$ cat config.mk
export PLATFORM = sky130hd
export DESIGN_NAME = ttc_decoder
export DESIGN_NICKNAME = d
export VERILOG_FILES = /design/src/rtl/ttc_pkg.sv /design/src/rtl/ttc_frame_rx.sv /design/src/rtl/ttc_decoder.sv
export SDC_FILE = /design/constraint.sdc
export NUM_CORES = 1
export LEC_CHECK = 0
export ABC_AREA = 1
export CAP_MARGIN = 30
export CORE_MARGIN = 2
export CORE_UTILIZATION = 54
export DETAILED_ROUTE_END_ITERATION = 10
export PLACE_DENSITY = 0.93
export SLEW_MARGIN = 5
export SYNTH_ARGS = -nofsm -noshare
export SYNTH_HDL_FRONTEND = slang
export SYNTH_SLANG_ARGS = --single-unit
$ cat constraint.sdc
create_clock -name clk_40 -period 3.7 [get_ports clk_40]
set_input_delay 0.37 -clock clk_40 [delete_from_list [all_inputs] [get_ports clk_40]]
set_output_delay 0.37 -clock clk_40 [all_outputs]
set_load 0.005 [all_outputs]
$ cat src/rtl/ttc_pkg.sv
// Shared TTC link definitions: header/frame codes, deframer states and command decode.
package ttc_pkg;

    localparam int unsigned PAIR_W = 2;
    localparam int unsigned CMD_W  = 4;

    localparam logic [PAIR_W-1:0] TTC_HDR  = 2'b11;
    localparam logic [PAIR_W-1:0] TTC_IDLE = 2'b00;

    // Frame codes are {p1,p2}
    localparam logic [CMD_W-1:0] CMD_BCR  = 4'b1100;
    localparam logic [CMD_W-1:0] CMD_TRIG = 4'b0000;
    localparam logic [CMD_W-1:0] CMD_ER   = 4'b1111;
    localparam logic [CMD_W-1:0] CMD_MR   = 4'b0011;

    typedef enum logic [1:0] {
        ST_IDLE = 2'd0,
        ST_P1   = 2'd1,
        ST_P2   = 2'd2
    } rx_state_t;

    typedef struct packed {
        logic bcr;
        logic trig;
        logic er;
        logic mr;
    } ttc_cmd_t;

    function automatic logic is_cmd(input logic [CMD_W-1:0] code);
        return (code == CMD_BCR) || (code == CMD_TRIG) ||
               (code == CMD_ER)  || (code == CMD_MR);
    endfunction

    function automatic ttc_cmd_t decode_cmd(input logic [CMD_W-1:0] code);
        ttc_cmd_t c;
        c      = '0;
        c.bcr  = (code == CMD_BCR);
        c.trig = (code == CMD_TRIG);
        c.er   = (code == CMD_ER);
        c.mr   = (code == CMD_MR);
        return c;
    endfunction

endpackage

$ cat src/rtl/ttc_frame_rx.sv
// TTC deframer: finds 11 headers, captures the two payload pairs and flags malformed frames.
// Outputs are combinational and valid in the cycle the second payload pair is on the link.
module ttc_frame_rx
    import ttc_pkg::*;
(
    input  logic              clk_40,
    input  logic              rst_40,
    input  logic [PAIR_W-1:0] encode_ttc,
    input  logic              enable,
    output logic              cmd_valid,
    output logic [CMD_W-1:0]  cmd,
    output logic              frame_err_raw
);

    rx_state_t         state;
    rx_state_t         state_nxt;
    logic [PAIR_W-1:0] p1_q;
    logic [PAIR_W-1:0] p1_nxt;

    always_ff @(posedge clk_40) begin
        if (rst_40) begin
            state <= ST_IDLE;
            p1_q  <= '0;
        end else begin
            state <= state_nxt;
            p1_q  <= p1_nxt;
        end
    end

    // P2 always returns to IDLE so a header right after p2 opens the next frame
    always_comb begin
        state_nxt     = state;
        p1_nxt        = p1_q;
        cmd_valid     = 1'b0;
        cmd           = {p1_q, encode_ttc};
        frame_err_raw = 1'b0;
        if (!enable) begin
            state_nxt = ST_IDLE;
        end else begin
            case (state)
                ST_IDLE: begin
                    if (encode_ttc == TTC_HDR) begin
                        state_nxt = ST_P1;
                    end else if (encode_ttc != TTC_IDLE) begin
                        frame_err_raw = 1'b1;
                    end
                end
                ST_P1: begin
                    p1_nxt    = encode_ttc;
                    state_nxt = ST_P2;
                end
                ST_P2: begin
                    state_nxt = ST_IDLE;
                    if (is_cmd(cmd)) begin
                        cmd_valid = 1'b1;
                    end else begin
                        frame_err_raw = 1'b1;
                    end
                end
                default: state_nxt = ST_IDLE;
            endcase
        end
    end

endmodule

$ cat src/rtl/ttc_decoder.sv
// TTC stream decoder: command pulses, BCID/event-ID counters, trigger tagging and error count.
module ttc_decoder
    import ttc_pkg::*;
#(
    parameter int unsigned BC_MAX     = 3563,
    parameter int unsigned BCR_OFFSET = 0,
    parameter int unsigned BCID_W     = 12,
    parameter int unsigned EVID_W     = 12,
    parameter int unsigned ERR_W      = 8
) (
    input  logic              clk_40,
    input  logic              rst_40,
    input  logic [PAIR_W-1:0] encode_ttc,
    input  logic              enable,
    output logic              bcr,
    output logic              trigger,
    output logic              event_reset,
    output logic              master_reset,
    output logic [BCID_W-1:0] bcid,
    output logic [EVID_W-1:0] evid,
    output logic [BCID_W-1:0] trig_bcid,
    output logic [EVID_W-1:0] trig_evid,
    output logic              bcid_valid,
    output logic              frame_err,
    output logic [ERR_W-1:0]  err_count
);

    logic              cmd_valid;
    logic [CMD_W-1:0]  cmd;
    logic              frame_err_raw;
    ttc_cmd_t          dec;
    logic [BCID_W-1:0] bcid_nxt;
    logic [EVID_W-1:0] evid_nxt;
    logic [ERR_W-1:0]  err_nxt;

    ttc_frame_rx u_frame_rx (
        .clk_40        (clk_40),
        .rst_40        (rst_40),
        .encode_ttc    (encode_ttc),
        .enable        (enable),
        .cmd_valid     (cmd_valid),
        .cmd           (cmd),
        .frame_err_raw (frame_err_raw)
    );

    assign dec = cmd_valid ? decode_cmd(cmd) : '0;

    // BCR load wins over wrap; MR and BCR never coincide
    always_comb begin
        bcid_nxt = (bcid == BCID_W'(BC_MAX)) ? '0 : bcid + BCID_W'(1);
        if (dec.mr) begin
            bcid_nxt = '0;
        end
        if (dec.bcr) begin
            bcid_nxt = BCID_W'(BCR_OFFSET);
        end

        evid_nxt = evid;
        if (dec.trig) begin
            evid_nxt = evid + EVID_W'(1);
        end
        if (dec.er || dec.mr) begin
            evid_nxt = '0;
        end

        err_nxt = err_count;
        if (frame_err_raw && (err_count != {ERR_W{1'b1}})) begin
            err_nxt = err_count + ERR_W'(1);
        end
        if (dec.mr) begin
            err_nxt = '0;
        end
    end

    always_ff @(posedge clk_40) begin
        if (rst_40) begin
            bcr          <= 1'b0;
            trigger      <= 1'b0;
            event_reset  <= 1'b0;
            master_reset <= 1'b0;
            bcid         <= '0;
            evid         <= '0;
            trig_bcid    <= '0;
            trig_evid    <= '0;
            bcid_valid   <= 1'b0;
            frame_err    <= 1'b0;
            err_count    <= '0;
        end else begin
            bcr          <= dec.bcr;
            trigger      <= dec.trig;
            event_reset  <= dec.er;
            master_reset <= dec.mr;
            frame_err    <= frame_err_raw;
            bcid         <= bcid_nxt;
            evid         <= evid_nxt;
            err_count    <= err_nxt;
            if (dec.trig) begin
                trig_bcid <= bcid;
                trig_evid <= evid;
            end
            if (dec.mr) begin
                bcid_valid <= 1'b0;
            end else if (dec.bcr) begin
                bcid_valid <= 1'b1;
            end
        end
    end

endmodule
==> impl_results.rst, run 1 <==
.. list-table::
   :header-rows: 1

   * - Metric
     - Value
   * - Endpoint type of the worst setup path
     - register
   * - Buffer and inverter count on the worst path
     - 3
   * - Type of the most critical hold path
     - reg -> reg
   * - Wire per inst
     - 12.3 um
   * - Number of inserted filler cells in the final layout
     - between 400 and 500
   * - Fmax
     - 461 MHz
   * - Diodes inserted
     - 0
   * - Overall die area
     - just over 0.006 mm^2
   * - Slew margin rel.
     - 42.9%
   * - Wire length of the first global-routing pass
     - 11.9 mm
   * - Sum of negative setup slack
     - 0 ns
   * - Data arrival, critical path
     - 2.36 ns
   * - Worst Path Class, Setup
     - in -> reg
   * - Fraction of final layout cells sized beyond drive strength 1
     - 7.19%
   * - Number of vias per cell after detailed routing
     - slightly above 5
   * - Internal
     - 999 uW
   * - Power density relative to cell area
     - 338 mW/mm^2
   * - Maximum number of pins on one net before global-route repair
     - 37
   * - Min Tclk post-route
     - 2.17 ns
   * - CP Max Fanout
     - 36
   * - Cell area after technology mapping
     - 0.00299 mm^2
   * - Result of the run
     - complete, no violations
   * - Kind of launch point of the worst setup path
     - input port
   * - Largest vdd supply drop
     - around 0.00023 V
   * - Avg Cell Area, Syn
     - 7.19 um^2
   * - Routed wire length
     - approximately 7 mm
   * - Global Route Usage Sum
     - 24.3%
   * - Dpl hpwl
     - 4.82 mm
   * - Part of the total power dissipated in the clock network
     - about two fifths
   * - Number of detailed-routing iterations run before antenna repair
     - 4
   * - Final hold violation count
     - 0
   * - Net switching power
     - around 300 uW
   * - Maximum clock insertion buffer count
     - 2
   * - Count of buffers inserted at the top-level ports
     - 66
   * - Count of flip-flops with a built-in enable after synthesis
     - 0
   * - Synthesized instance count
     - 416
   * - Post-synthesis to final-layout area growth
     - 28.3%
   * - Finished Core Util
     - 70.5%
   * - Gp weighted congestion
     - 0.804
   * - Area taken by multi-input logic gates
     - 0.00144 mm^2
   * - Antenna Violating Nets Remaining
     - 0
   * - Net total in the final layout
     - between 400 and 500
   * - Critical path cell sequence
     - clkdlybuf4s50_1, inv_1, ha_1, or2_1, nand3_4, inv_4, nand2_2, nand2_1, nand2_1, nor2_1
   * - Count of boundary I/O pins
     - 67
   * - Routed via count
     - 2,845
   * - Number of DRC violations after detailed routing
     - 0
   * - Clock net sink count
     - 66
   * - Synth Net Count
     - between 400 and 500
   * - Predominant post-synthesis flop cell
     - sky130_fd_sc_hd__dfxtp_1
   * - Number of endpoints failing setup at the final stage
     - 0
   * - Fin Clk Skew
     - 0.00417 ns
   * - Number of distinct library cells after synthesis
     - 28
   * - Y dimension of the die
     - 78.4 um
   * - Hold-fix buffers, CTS
     - 0
   * - Number of max-capacitance violations reported
     - 0
   * - Share of total power in combinational logic
     - 4.8%
   * - Net switching share of the total power
     - 22.9%
   * - Delay-heaviest family, CP
     - simple AND/OR/NAND/NOR gates
   * - Sequential share of power
     - 55.9%
   * - Grt total ovfl
     - 0
   * - Flops & latches, synth
     - 66
   * - Clock latency reported for the late side of the worst-skew pair
     - 0.33 ns
   * - Sequential cell area
     - 0.00132 mm^2
   * - Pin slew with the least headroom to its limit
     - between 0.8 and 0.9 ns
   * - Post-CTS Setup Repair Bufs
     - 0
   * - Data required time at the worst endpoint
     - 3.89 ns
   * - Drt initial violations
     - ~150
   * - Clock buffers created by TritonCTS
     - 9
   * - Number of global-route vias before repair
     - 2,701
   * - Clock tree from TritonCTS
     - done
   * - Setup repair after global routing missed its margin
     - no
   * - Clock slew at the register clock pins of the worst setup and hold paths
     - 0.07 ns
   * - Share of the yosys chip area belonging to registers
     - 44.2%
   * - Die span in x
     - 78.4 um
   * - P_leak
     - 0.00155 uW
   * - Max-slew violation total from the final report
     - 0
   * - H-tree Lvls
     - 3
   * - Initial Util
     - 55.0%
   * - Worst path max stage delay
     - about 0.52 ns
   * - Fraction of synthesis flops using an asynchronous set or reset pin
     - 0%
   * - Post-CTS resize count
     - 0
   * - Initial antenna violation count
     - 0
   * - Most Frequent Cell on Critical Path
     - sky130_fd_sc_hd__nand2_1
   * - Worst path slowest cell
     - sky130_fd_sc_hd__clkdlybuf4s50_1
   * - CTS Root Buffer Type
     - sky130_fd_sc_hd__clkbuf_8
   * - Portion of the clock cycle consumed by the worst path in the final layout
     - 58.6%
   * - Site Rows
     - 27
   * - Core region area
     - 0.00544 mm^2
   * - Count of yosys warnings during synthesis
     - 0
## worst min-delay path, delay by kind of cell, from the launching register on
kind | cells | cell delay, ns
flops | 1 | 0.31
simple gates | 1 | 0.06
compound gates | 1 | 0.05
## per-layer routing
| layer | routed length [um] | vias to the layer above | GRT usage [%] |
|---|---|---|---|
| met5 | 0 | - | 0 |
| met4 | 85 | 0 | 7.72 |
| met3 | 370 | 8 | 7.13 |
| met2 | 3290 | 93 | 41.2 |
| met1 | 3120 | 1300 | 29.9 |
| li1 | - | 1444 | - |
## final cells by class
type	instances	area share, %
Sequential cell	66	34.5
Clock inverter	3	0.392
Inverter	42	4.18
Clock buffer	13	3.88
Multi-Input combinational cell	297	37.5
Timing Repair Buffer	66	17.2
Tap cell	72	2.35
## cell usage in the layout, fill, tap and decap left out, types with 2 or more instances in the layout
master and n:
sky130_fd_sc_hd__clkinv_2 3, sky130_fd_sc_hd__nand2_4 2, sky130_fd_sc_hd__ha_1 5, sky130_fd_sc_hd__inv_2 2
sky130_fd_sc_hd__clkdlybuf4s50_1 66, sky130_fd_sc_hd__nor2_1 76, sky130_fd_sc_hd__clkbuf_8 10, sky130_fd_sc_hd__nor3_1 4
sky130_fd_sc_hd__nand2_2 3, sky130_fd_sc_hd__o21ai_0 25, sky130_fd_sc_hd__inv_1 39, sky130_fd_sc_hd__nand4_1 7
sky130_fd_sc_hd__xor2_1 13, sky130_fd_sc_hd__nor2_4 2, sky130_fd_sc_hd__nand3_1 23, sky130_fd_sc_hd__nor2_2 10
sky130_fd_sc_hd__dfxtp_1 66, sky130_fd_sc_hd__nand2_1 95, sky130_fd_sc_hd__a21oi_1 24, sky130_fd_sc_hd__xnor2_1 2
sky130_fd_sc_hd__clkbuf_1 3
## Yosys cell counts, types with 2 or more instances
cell type                  count  area share [%]
sky130_fd_sc_hd__inv_1        39             4.9
sky130_fd_sc_hd__xnor2_1       2            0.59
sky130_fd_sc_hd__inv_2         2            0.25
sky130_fd_sc_hd__nand3_1      23             3.9
sky130_fd_sc_hd__nor2_1       76             9.5
sky130_fd_sc_hd__clkbuf_1      3            0.38
sky130_fd_sc_hd__nor2_4        2            0.75
sky130_fd_sc_hd__buf_4         5             1.3
sky130_fd_sc_hd__ha_1          5             2.1
sky130_fd_sc_hd__nand2_4       2            0.75
sky130_fd_sc_hd__a21oi_1      24             4.0
sky130_fd_sc_hd__o21ai_0      25             4.2
sky130_fd_sc_hd__dfxtp_1      66              44
sky130_fd_sc_hd__nand2_1      95              12
sky130_fd_sc_hd__nor2_2       10             2.1
sky130_fd_sc_hd__buf_2         2            0.33
sky130_fd_sc_hd__nor3_1        4            0.67
sky130_fd_sc_hd__xor2_1       13             3.8
sky130_fd_sc_hd__nand2_2       3            0.63
sky130_fd_sc_hd__nand4_1       7             1.5
## flip-flops by register name, summed over array words and instances, names as in the netlist
register          cells
u_frame_rx.state      2
master_reset          1
err_count             8
trig_evid            12
trigger               1
trig_bcid            12
bcid_valid            1
u_frame_rx.p1_q       2
frame_err             1
bcid                 12
bcr                   1
evid                 12
event_reset           1
## power groups by stage
stage               clock network [uW]  logic (uW)  registers [uW]
finish                             510        62.2             724
global route                       551        68.6             724
CTS                                515        62.2             724
detailed placement                   0        61.9             739
global placement                     0        59.2             739
floorplan                            0        38.6             738
## stage by stage
step | hold slack (ns) | cells | power (uW) | worst slack [ns] | cell area (um^2)
floorplan | 0.448 | 416 | 777 | 2.17 | 2990
global placement | 0.457 | 543 | 798 | 1.28 | 3670
detailed placement | 0.464 | 543 | 801 | 1.21 | 3670
CTS | 0.474 | 559 | 1300 | 1.56 | 3830
global route | 0.500 | 559 | 1340 | 1.38 | 3830
finish | 0.472 | 559 | 1300 | 1.53 | 3830
## final timing paths
path | start | cells past startpoint | slack (ns) | endpoint
setup / recovery | encode_ttc[0] | 10 | 1.53 | evid[0]$_SDFFE_PP0P_
hold / removal | trig_evid[10]$_SDFFE_PP0P_ | 2 | 0.47 | trig_evid[10]$_SDFFE_PP0P_
setup reg to reg | u_frame_rx.p1_q[1]$_SDFFE_PP0P_ | 8 | 1.92 | evid[0]$_SDFFE_PP0P_
hold reg to reg | trig_evid[10]$_SDFFE_PP0P_ | 2 | 0.47 | trig_evid[10]$_SDFFE_PP0P_
## cell families (layout without fill, tap and decap cells)
| family | after synthesis | after routing | share of synthesized area [%] |
|---|---|---|---|
| simple gates | 225 | 225 | 32.7 |
| flops | 66 | 66 | 44.2 |
| buf+inv | 53 | 124 | 7.70 |
| compound gates | 52 | 52 | 8.92 |
| xor+xnor | 15 | 15 | 4.40 |
| fa+ha+maj | 5 | 5 | 2.09 |
Note: power is estimated with default switching activity, not from simulation.
==> inputs of run 2 (changes only) <==
--- a/config.mk
+++ b/config.mk
@@ -8,9 +8,9 @@
 export ABC_AREA = 1
 export CAP_MARGIN = 30
 export CORE_MARGIN = 2
-export CORE_UTILIZATION = 54
+export CORE_UTILIZATION = 50
 export DETAILED_ROUTE_END_ITERATION = 10
-export PLACE_DENSITY = 0.93
+export PLACE_DENSITY = 0.87
 export SLEW_MARGIN = 5
 export SYNTH_ARGS = -nofsm -noshare
 export SYNTH_HDL_FRONTEND = slang
==> constraint.sdc (replaced) <==
create_clock -name clk_40 -period 2.1 [get_ports clk_40]
set_input_delay 0.21 -clock clk_40 [delete_from_list [all_inputs] [get_ports clk_40]]
set_output_delay 0.21 -clock clk_40 [all_outputs]
set_load 0.005 [all_outputs]
==> impl_results.rst, run 2 (synthesized netlist as in run 1, its figures left out) <==
.. list-table::
   :header-rows: 1

   * - Metric
     - Value
   * - Min Tclk post-route
     - 1.85 ns
   * - Pin slew with the least headroom to its limit
     - 0.715 ns (was 0.850 ns)
   * - Grt total ovfl
     - 0 (unchanged)
   * - Hold-fix buffers, CTS
     - 0 (unchanged)
   * - Initial Util
     - 51.1% (was 55.0%)
   * - Post-CTS Setup Repair Bufs
     - 0 (unchanged)
   * - Net total in the final layout
     - 503 (was 492)
   * - Initial antenna violation count
     - 0 (unchanged)
   * - Setup repair after global routing missed its margin
     - no (unchanged)
   * - Commonest non-fill, non-tap cell in the layout
     - sky130_fd_sc_hd__nand2_1 (unchanged)
   * - Clock buffers created by TritonCTS
     - 9 (unchanged)
   * - Post-Place Setup Slack
     - -0.110 ns (was 1.21 ns)
   * - Data arrival, critical path
     - 2.13 ns (was 2.36 ns)
   * - Clock slew at the register clock pins of the worst setup and hold paths
     - 0.07 ns (about the same)
   * - Kind of launch point of the worst setup path
     - input port (unchanged)
   * - Maximum number of pins on one net before global-route repair
     - 37 (unchanged)
   * - Wire per inst
     - 12.7 um (was 12.3 um)
   * - Gp weighted congestion
     - 0.874 (was 0.804)
   * - Global Route Usage Sum
     - 23.1% (was 24.3%)
   * - Count of boundary I/O pins
     - 67 (unchanged)
   * - Site Rows
     - 28 (was 27)
   * - Number of max-capacitance violations reported
     - 0 (unchanged)
   * - Routed via count
     - 2,924 (was 2,845)
   * - Fraction of final layout cells sized beyond drive strength 1
     - 9.84% (was 7.19%)
   * - Count of buffers inserted at the top-level ports
     - 66 (unchanged)
   * - P_leak
     - 0.00163 uW (was 0.00155 uW)
   * - Clock latency reported for the late side of the worst-skew pair
     - 0.35 ns (was 0.33 ns)
   * - Y dimension of the die
     - 81.3 um (was 78.4 um)
   * - Number of cells on the worst reg-to-reg path
     - 7 (was 8)
   * - Endpoint type of the worst setup path
     - register (unchanged)
   * - Clock tree from TritonCTS
     - done (unchanged)
   * - Diodes inserted
     - 0 (unchanged)
   * - Number of endpoints failing setup at the final stage
     - 0 (unchanged)
   * - Dpl hpwl
     - 5.01 mm (was 4.82 mm)
   * - Number of vias per cell after detailed routing
     - 5.10 (was 5.09)
   * - Number of DRC violations after detailed routing
     - 0 (unchanged)
   * - CP Max Fanout
     - 18 (was 36)
   * - Data required time at the worst endpoint
     - 2.38 ns (was 3.89 ns)
   * - Most used cells in the layout excluding fill and tap cells
     - sky130_fd_sc_hd__nand2_1 (95), sky130_fd_sc_hd__nor2_1 (76), sky130_fd_sc_hd__dfxtp_1 (66), sky130_fd_sc_hd__clkdlybuf4s50_1 (66), sky130_fd_sc_hd__inv_1 (39) (unchanged)
   * - Final hold violation count
     - 0 (unchanged)
   * - CTS Root Buffer Type
     - sky130_fd_sc_hd__clkbuf_8 (unchanged)
   * - Die span in x
     - 81.3 um (was 78.4 um)
   * - Routed wire length
     - 7.31 mm (was 6.86 mm)
   * - Post-synthesis to final-layout area growth
     - 33.8% (was 28.3%)
   * - Result of the run
     - complete, no violations (unchanged)
   * - Final worst setup slack
     - 0.248 ns (was 1.53 ns)
   * - Power density relative to cell area
     - 653 mW/mm^2 (was 338 mW/mm^2)
   * - Fmax
     - 540 MHz
   * - Max-slew violation total from the final report
     - 0 (unchanged)
   * - Type of the most critical hold path
     - in -> reg (was reg -> reg)
   * - Number of detailed-routing iterations run before antenna repair
     - 4 (unchanged)
   * - Antenna Violating Nets Remaining
     - 0 (unchanged)
   * - Wire length of the first global-routing pass
     - 11.8 mm (was 11.9 mm)
   * - H-tree Lvls
     - 3 (unchanged)
   * - Largest vdd supply drop
     - 0.000519 V (was 0.000230 V)
   * - Number of global-route vias before repair
     - 2,709 (was 2,701)
   * - Maximum clock insertion buffer count
     - 2 (unchanged)
   * - Drt initial violations
     - 180 (was 152)
   * - Fin Clk Skew
     - 0.00706 ns (was 0.00417 ns)
   * - Slew margin rel.
     - 52.3% (was 42.9%)
   * - Portion of the clock cycle consumed by the worst path in the final layout
     - 88.2%
   * - Sum of negative setup slack
     - 0 ns (unchanged)
   * - Worst Path Class, Setup
     - in -> reg (unchanged)
   * - Clock net sink count
     - 66 (unchanged)
   * - Core region area
     - 0.00585 mm^2 (was 0.00544 mm^2)
   * - Post-CTS resize count
     - 0 (unchanged)
   * - Finished Core Util
     - 68.4% (was 70.5%)
   * - Overall die area
     - 0.00661 mm^2 (was 0.00615 mm^2)
   * - Worst Hold Path Cells
     - 3 (was 2)
run 2: cell types whose count changed in the layout (fill, tap and decap cells not counted), moves of 2 or more:
cell and delta:
sky130_fd_sc_hd__buf_4 +9, sky130_fd_sc_hd__clkinv_2 -2, sky130_fd_sc_hd__bufinv_16 +2, sky130_fd_sc_hd__clkbuf_1 -2
run 2: layer usage:
layer / vias to the layer above / global-route usage (%) / share of wire [%]
met5: - / 0 / 0
met4: 0 / 12.2 / 2.5
met3: 16 / 5.44 / 6.6
met2: 100 / 39.7 / 48
met1: 1337 / 26.3 / 43
li1: 1471 / - / -
run 2: final timing paths:
check,from,end,slack (ns)
max,encode_ttc[1],trig_bcid[11]$_SDFFE_PP0P_,0.25
min reg2reg,trig_evid[10]$_SDFFE_PP0P_,trig_evid[10]$_SDFFE_PP0P_,0.46
max reg2reg,u_frame_rx.p1_q[1]$_SDFFE_PP0P_,trig_bcid[11]$_SDFFE_PP0P_,0.39
min,enable,frame_err$_SDFF_PP0_,0.46
run 2: through the flow:
| stage | area (um^2) | hold slack [ns] | power [uW] | instances |
|---|---|---|---|---|
| after floorplan | 2990 | 0.289 | 1370 | 416 |
| final | 4000 | 0.461 | 2610 | 573 |
| after global routing | 4000 | 0.485 | 2690 | 573 |
| after global placement | 3760 | 0.450 | 1420 | 556 |
| after CTS | 3990 | 0.456 | 2630 | 572 |
| after detailed placement | 3760 | 0.455 | 1420 | 556 |
run 2: area by class of cell:
type / count / area, um^2
fillers: 484 / 1850
multi-input cells: 298 / 1450
flip-flops and latches: 66 / 1320
repair buffers: 76 / 748
inverters: 42 / 160
clock buffers: 12 / 155
well taps: 75 / 93.8
clock inverters: 4 / 73.8
run 2: power breakdown:
| part | switching (uW) | internal [uW] |
|---|---|---|
| Combinational | 71.2 | 51.1 |
| Sequential | 12.8 | 1260 |
| Clock | 483 | 734 |
| Total | 567 | 2050 |
run 2: worst max-delay path: stages:
cell and delay (ns):
sky130_fd_sc_hd__clkdlybuf4s50_1 0.45, sky130_fd_sc_hd__inv_1 0.07, sky130_fd_sc_hd__ha_1 0.17, sky130_fd_sc_hd__or2_1 0.20, sky130_fd_sc_hd__nand3_4 0.15, sky130_fd_sc_hd__nor2_2 0.60, sky130_fd_sc_hd__o21ai_0 0.16, sky130_fd_sc_hd__nor2_1 0.13
==> inputs of run 3 (changes only) <==
--- a/config.mk
+++ b/config.mk
@@ -8,9 +8,10 @@
 export ABC_AREA = 1
 export CAP_MARGIN = 30
 export CORE_MARGIN = 2
-export CORE_UTILIZATION = 50
+export CORE_UTILIZATION = 56
 export DETAILED_ROUTE_END_ITERATION = 10
-export PLACE_DENSITY = 0.87
+export DONT_BUFFER_PORTS = 1
+export PLACE_DENSITY = 0.79
 export SLEW_MARGIN = 5
 export SYNTH_ARGS = -nofsm -noshare
 export SYNTH_HDL_FRONTEND = slang
==> impl_results.rst, run 3 (synthesized netlist as in run 1, its figures left out) <==
.. list-table::
   :header-rows: 1

   * - Metric
     - Value
   * - Clock latency reported for the late side of the worst-skew pair
     - 0.34 ns (was 0.35 ns)
   * - Fin Clk Skew
     - 0.00664 ns (was 0.00706 ns)
   * - Clock net sink count
     - 66 (unchanged)
   * - Site Rows
     - 26 (was 28)
   * - Commonest non-fill, non-tap cell in the layout
     - sky130_fd_sc_hd__nand2_1 (unchanged)
   * - Power density relative to cell area
     - 720 mW/mm^2 (was 653 mW/mm^2)
   * - Number of endpoints failing setup at the final stage
     - 0 (unchanged)
   * - Count of boundary I/O pins
     - 67 (unchanged)
   * - Sequential cell area
     - 0.00132 mm^2 (unchanged)
   * - P_leak
     - 0.00136 uW (was 0.00163 uW)
   * - Number of vias per cell after detailed routing
     - 5.19 (was 5.10)
   * - Net switching share of the total power
     - 22.6% (was 21.7%)
   * - Y dimension of the die
     - 77.1 um (was 81.3 um)
   * - Initial Util
     - 58.2% (was 51.1%)
   * - Sum of negative setup slack
     - 0 ns (unchanged)
   * - Data required time at the worst endpoint
     - 2.34 ns (was 2.38 ns)
   * - Wire length of the first global-routing pass
     - 11.3 mm (was 11.8 mm)
   * - Dpl hpwl
     - 4.54 mm (was 5.01 mm)
   * - Result of the run
     - complete, no violations (unchanged)
   * - Post-detailed-placement cell area
     - 0.00304 mm^2 (was 0.00376 mm^2)
   * - Part of the total power dissipated in the clock network
     - 41.7% (was 46.6%)
   * - Slew margin rel.
     - 43.4% (was 52.3%)
   * - Finished Core Util
     - 63.2% (was 68.4%)
   * - Worst path slowest cell
     - sky130_fd_sc_hd__o21ai_1 (was sky130_fd_sc_hd__nor2_2)
   * - Fraction of final layout cells sized beyond drive strength 1
     - 9.58% (was 9.84%)
   * - Max-slew violation total from the final report
     - 0 (unchanged)
   * - Post-CTS Setup Repair Bufs
     - 0 (unchanged)
   * - Clock buffers created by TritonCTS
     - 9 (unchanged)
   * - Worst Path Class, Setup
     - reg -> reg (was in -> reg)
   * - Share of total power in combinational logic
     - 3.7% (was 4.7%)
   * - Area taken by multi-input logic gates
     - 0.00144 mm^2 (was 0.00145 mm^2)
   * - Final worst setup slack
     - 0.396 ns (was 0.248 ns)
   * - Number of detailed-routing iterations run before antenna repair
     - 4 (unchanged)
   * - Routed wire length
     - 6.61 mm (was 7.31 mm)
   * - Endpoint type of the worst setup path
     - register (unchanged)
   * - Number of inserted filler cells in the final layout
     - 486 (was 484)
   * - Finished layout cell area
     - 0.00325 mm^2 (was 0.00400 mm^2)
   * - Gp weighted congestion
     - 0.823 (was 0.874)
   * - Type of the most critical hold path
     - in -> reg (unchanged)
   * - R2R Path Start
     - u_frame_rx.p1_q[1]$_SDFFE_PP0P_ (unchanged)
   * - Overall die area
     - 0.00594 mm^2 (was 0.00661 mm^2)
   * - Post-Place Setup Slack
     - 0.350 ns (was -0.110 ns)
   * - Maximum clock insertion buffer count
     - 2 (unchanged)
   * - CP Max Fanout
     - 12 (was 18)
   * - Antenna Violating Nets Remaining
     - 0 (unchanged)
   * - Clock slew at the register clock pins of the worst setup and hold paths
     - 0.07 ns (about the same)
   * - Min Tclk post-route
     - 1.70 ns (was 1.85 ns)
   * - Net total in the final layout
     - 433 (was 503)
   * - Routed via count
     - 2,585 (was 2,924)
   * - Critical path cell sequence
     - inv_1, nand2_1, nand2_1, nand3_4, o21ai_1, inv_1, nand2_1, nor2_1 (was clkdlybuf4s50_1, inv_1, ha_1, or2_1, nand3_4, nor2_2, o21ai_0, nor2_1)
   * - Internal
     - 1810 uW (was 2050 uW)
   * - Maximum number of pins on one net before global-route repair
     - 25 (was 37)
   * - Net switching power
     - 528 uW (was 567 uW)
   * - Largest vdd supply drop
     - 0.000395 V (was 0.000519 V)
   * - Wire per inst
     - 13.3 um (was 12.7 um)
   * - H-tree Lvls
     - 3 (unchanged)
   * - Most Frequent Cell on Critical Path
     - sky130_fd_sc_hd__nand2_1
   * - Worst setup path startpoint
     - u_frame_rx.p1_q[1]$_SDFFE_PP0P_ (was encode_ttc[1])
   * - Pin slew with the least headroom to its limit
     - 0.843 ns (was 0.715 ns)
   * - Total power
     - 2340 uW (was 2610 uW)
   * - Die span in x
     - 77.1 um (was 81.3 um)
   * - Final hold violation count
     - 0 (unchanged)
   * - Post-CTS resize count
     - 0 (unchanged)
   * - Number of DRC violations after detailed routing
     - 0 (unchanged)
   * - Data arrival, critical path
     - 1.95 ns (was 2.13 ns)
   * - Start point of the worst min-delay path
     - encode_ttc[1] (was enable)
   * - CTS Root Buffer Type
     - sky130_fd_sc_hd__clkbuf_8 (unchanged)
   * - Portion of the clock cycle consumed by the worst path in the final layout
     - 81.1% (was 88.2%)
   * - Post-synthesis to final-layout area growth
     - 8.62% (was 33.8%)
   * - Drt initial violations
     - 168 (was 180)
   * - Count of buffers inserted at the top-level ports
     - 0 (was 66)
   * - Kind of launch point of the worst setup path
     - register (was input port)
   * - Setup repair after global routing missed its margin
     - no (unchanged)
   * - Fmax
     - 587 MHz (was 540 MHz)
   * - Sequential share of power
     - 54.6% (was 48.8%)
   * - Number of max-capacitance violations reported
     - 0 (unchanged)
   * - Most used cells in the layout excluding fill and tap cells
     - sky130_fd_sc_hd__nand2_1 (95), sky130_fd_sc_hd__nor2_1 (76), sky130_fd_sc_hd__dfxtp_1 (66) (was sky130_fd_sc_hd__nand2_1 (95), sky130_fd_sc_hd__nor2_1 (76), sky130_fd_sc_hd__dfxtp_1 (66), sky130_fd_sc_hd__clkdlybuf4s50_1 (66), sky130_fd_sc_hd__inv_1 (39))
   * - Number of global-route vias before repair
     - 2,484 (was 2,709)
   * - Grt total ovfl
     - 0 (unchanged)
   * - Worst path max stage delay
     - 0.69 ns (was 0.60 ns)
   * - Initial antenna violation count
     - 0 (unchanged)
   * - Core region area
     - 0.00514 mm^2 (was 0.00585 mm^2)
   * - Diodes inserted
     - 0 (unchanged)
   * - Clock tree from TritonCTS
     - done (unchanged)
   * - Global Route Usage Sum
     - 23.8% (was 23.1%)
## run 3: cell type report
| class | count | area share [%] |
|---|---|---|
| well taps | 70 | 2.70 |
| inverters | 42 | 4.93 |
| clock inverters | 2 | 0.308 |
| multi-input cells | 297 | 44.3 |
| repair buffers | 7 | 1.77 |
| clock buffers | 14 | 5.32 |
| flip-flops and latches | 66 | 40.7 |
## run 3: worst paths after layout
kind / depth (start not counted) / to / slack (ns)
min reg2reg: 2 / trig_evid[6]$_SDFFE_PP0P_ / 0.49
max reg2reg: 8 / evid[6]$_SDFFE_PP0P_ / 0.40
max: 8 / evid[6]$_SDFFE_PP0P_ / 0.40
min: 2 / u_frame_rx.p1_q[1]$_SDFFE_PP0P_ / 0.07
## run 3: critical path, delay by kind of cell, from the launching register on
family | cells | cell delay, ns
compound gates | 1 | 0.69
simple gates | 5 | 0.45
flops | 1 | 0.31
buf+inv | 2 | 0.17
## run 3: through the flow
stage          hold WS, ns  instances
6_report            0.0667        498
5_1_grt             0.0874        498
4_1_cts             0.0642        498
3_5_place_dp         0.285        480
3_3_place_gp         0.281        480
2_1_floorplan        0.289        416
## run 3: what timing repair did
action                                  4_1_cts  5_1_grt
hold buffers                                  2        0
endpoints found under the setup margin        0        0
endpoints found under the hold margin        11        0
## run 3: routing by layer
| metal | wire length (um) | up-vias | GRT usage [%] |
|---|---|---|---|
| li1 | - | 1328 | - |
| met1 | 2960 | 1185 | 28.2 |
| met2 | 3010 | 58 | 38.0 |
| met3 | 477 | 14 | 9.29 |
| met4 | 162 | 0 | 11.1 |
| met5 | 0 | - | 0 |
## run 3: power groups by stage
stage | sequential [uW] | combinational [uW] | clock [uW]
finish | 1280 | 87.1 | 976
global route | 1280 | 99.6 | 1060
CTS | 1280 | 87.4 | 992
detailed placement | 1300 | 80.6 | 0
global placement | 1300 | 79.2 | 0
floorplan | 1300 | 68.0 | 0
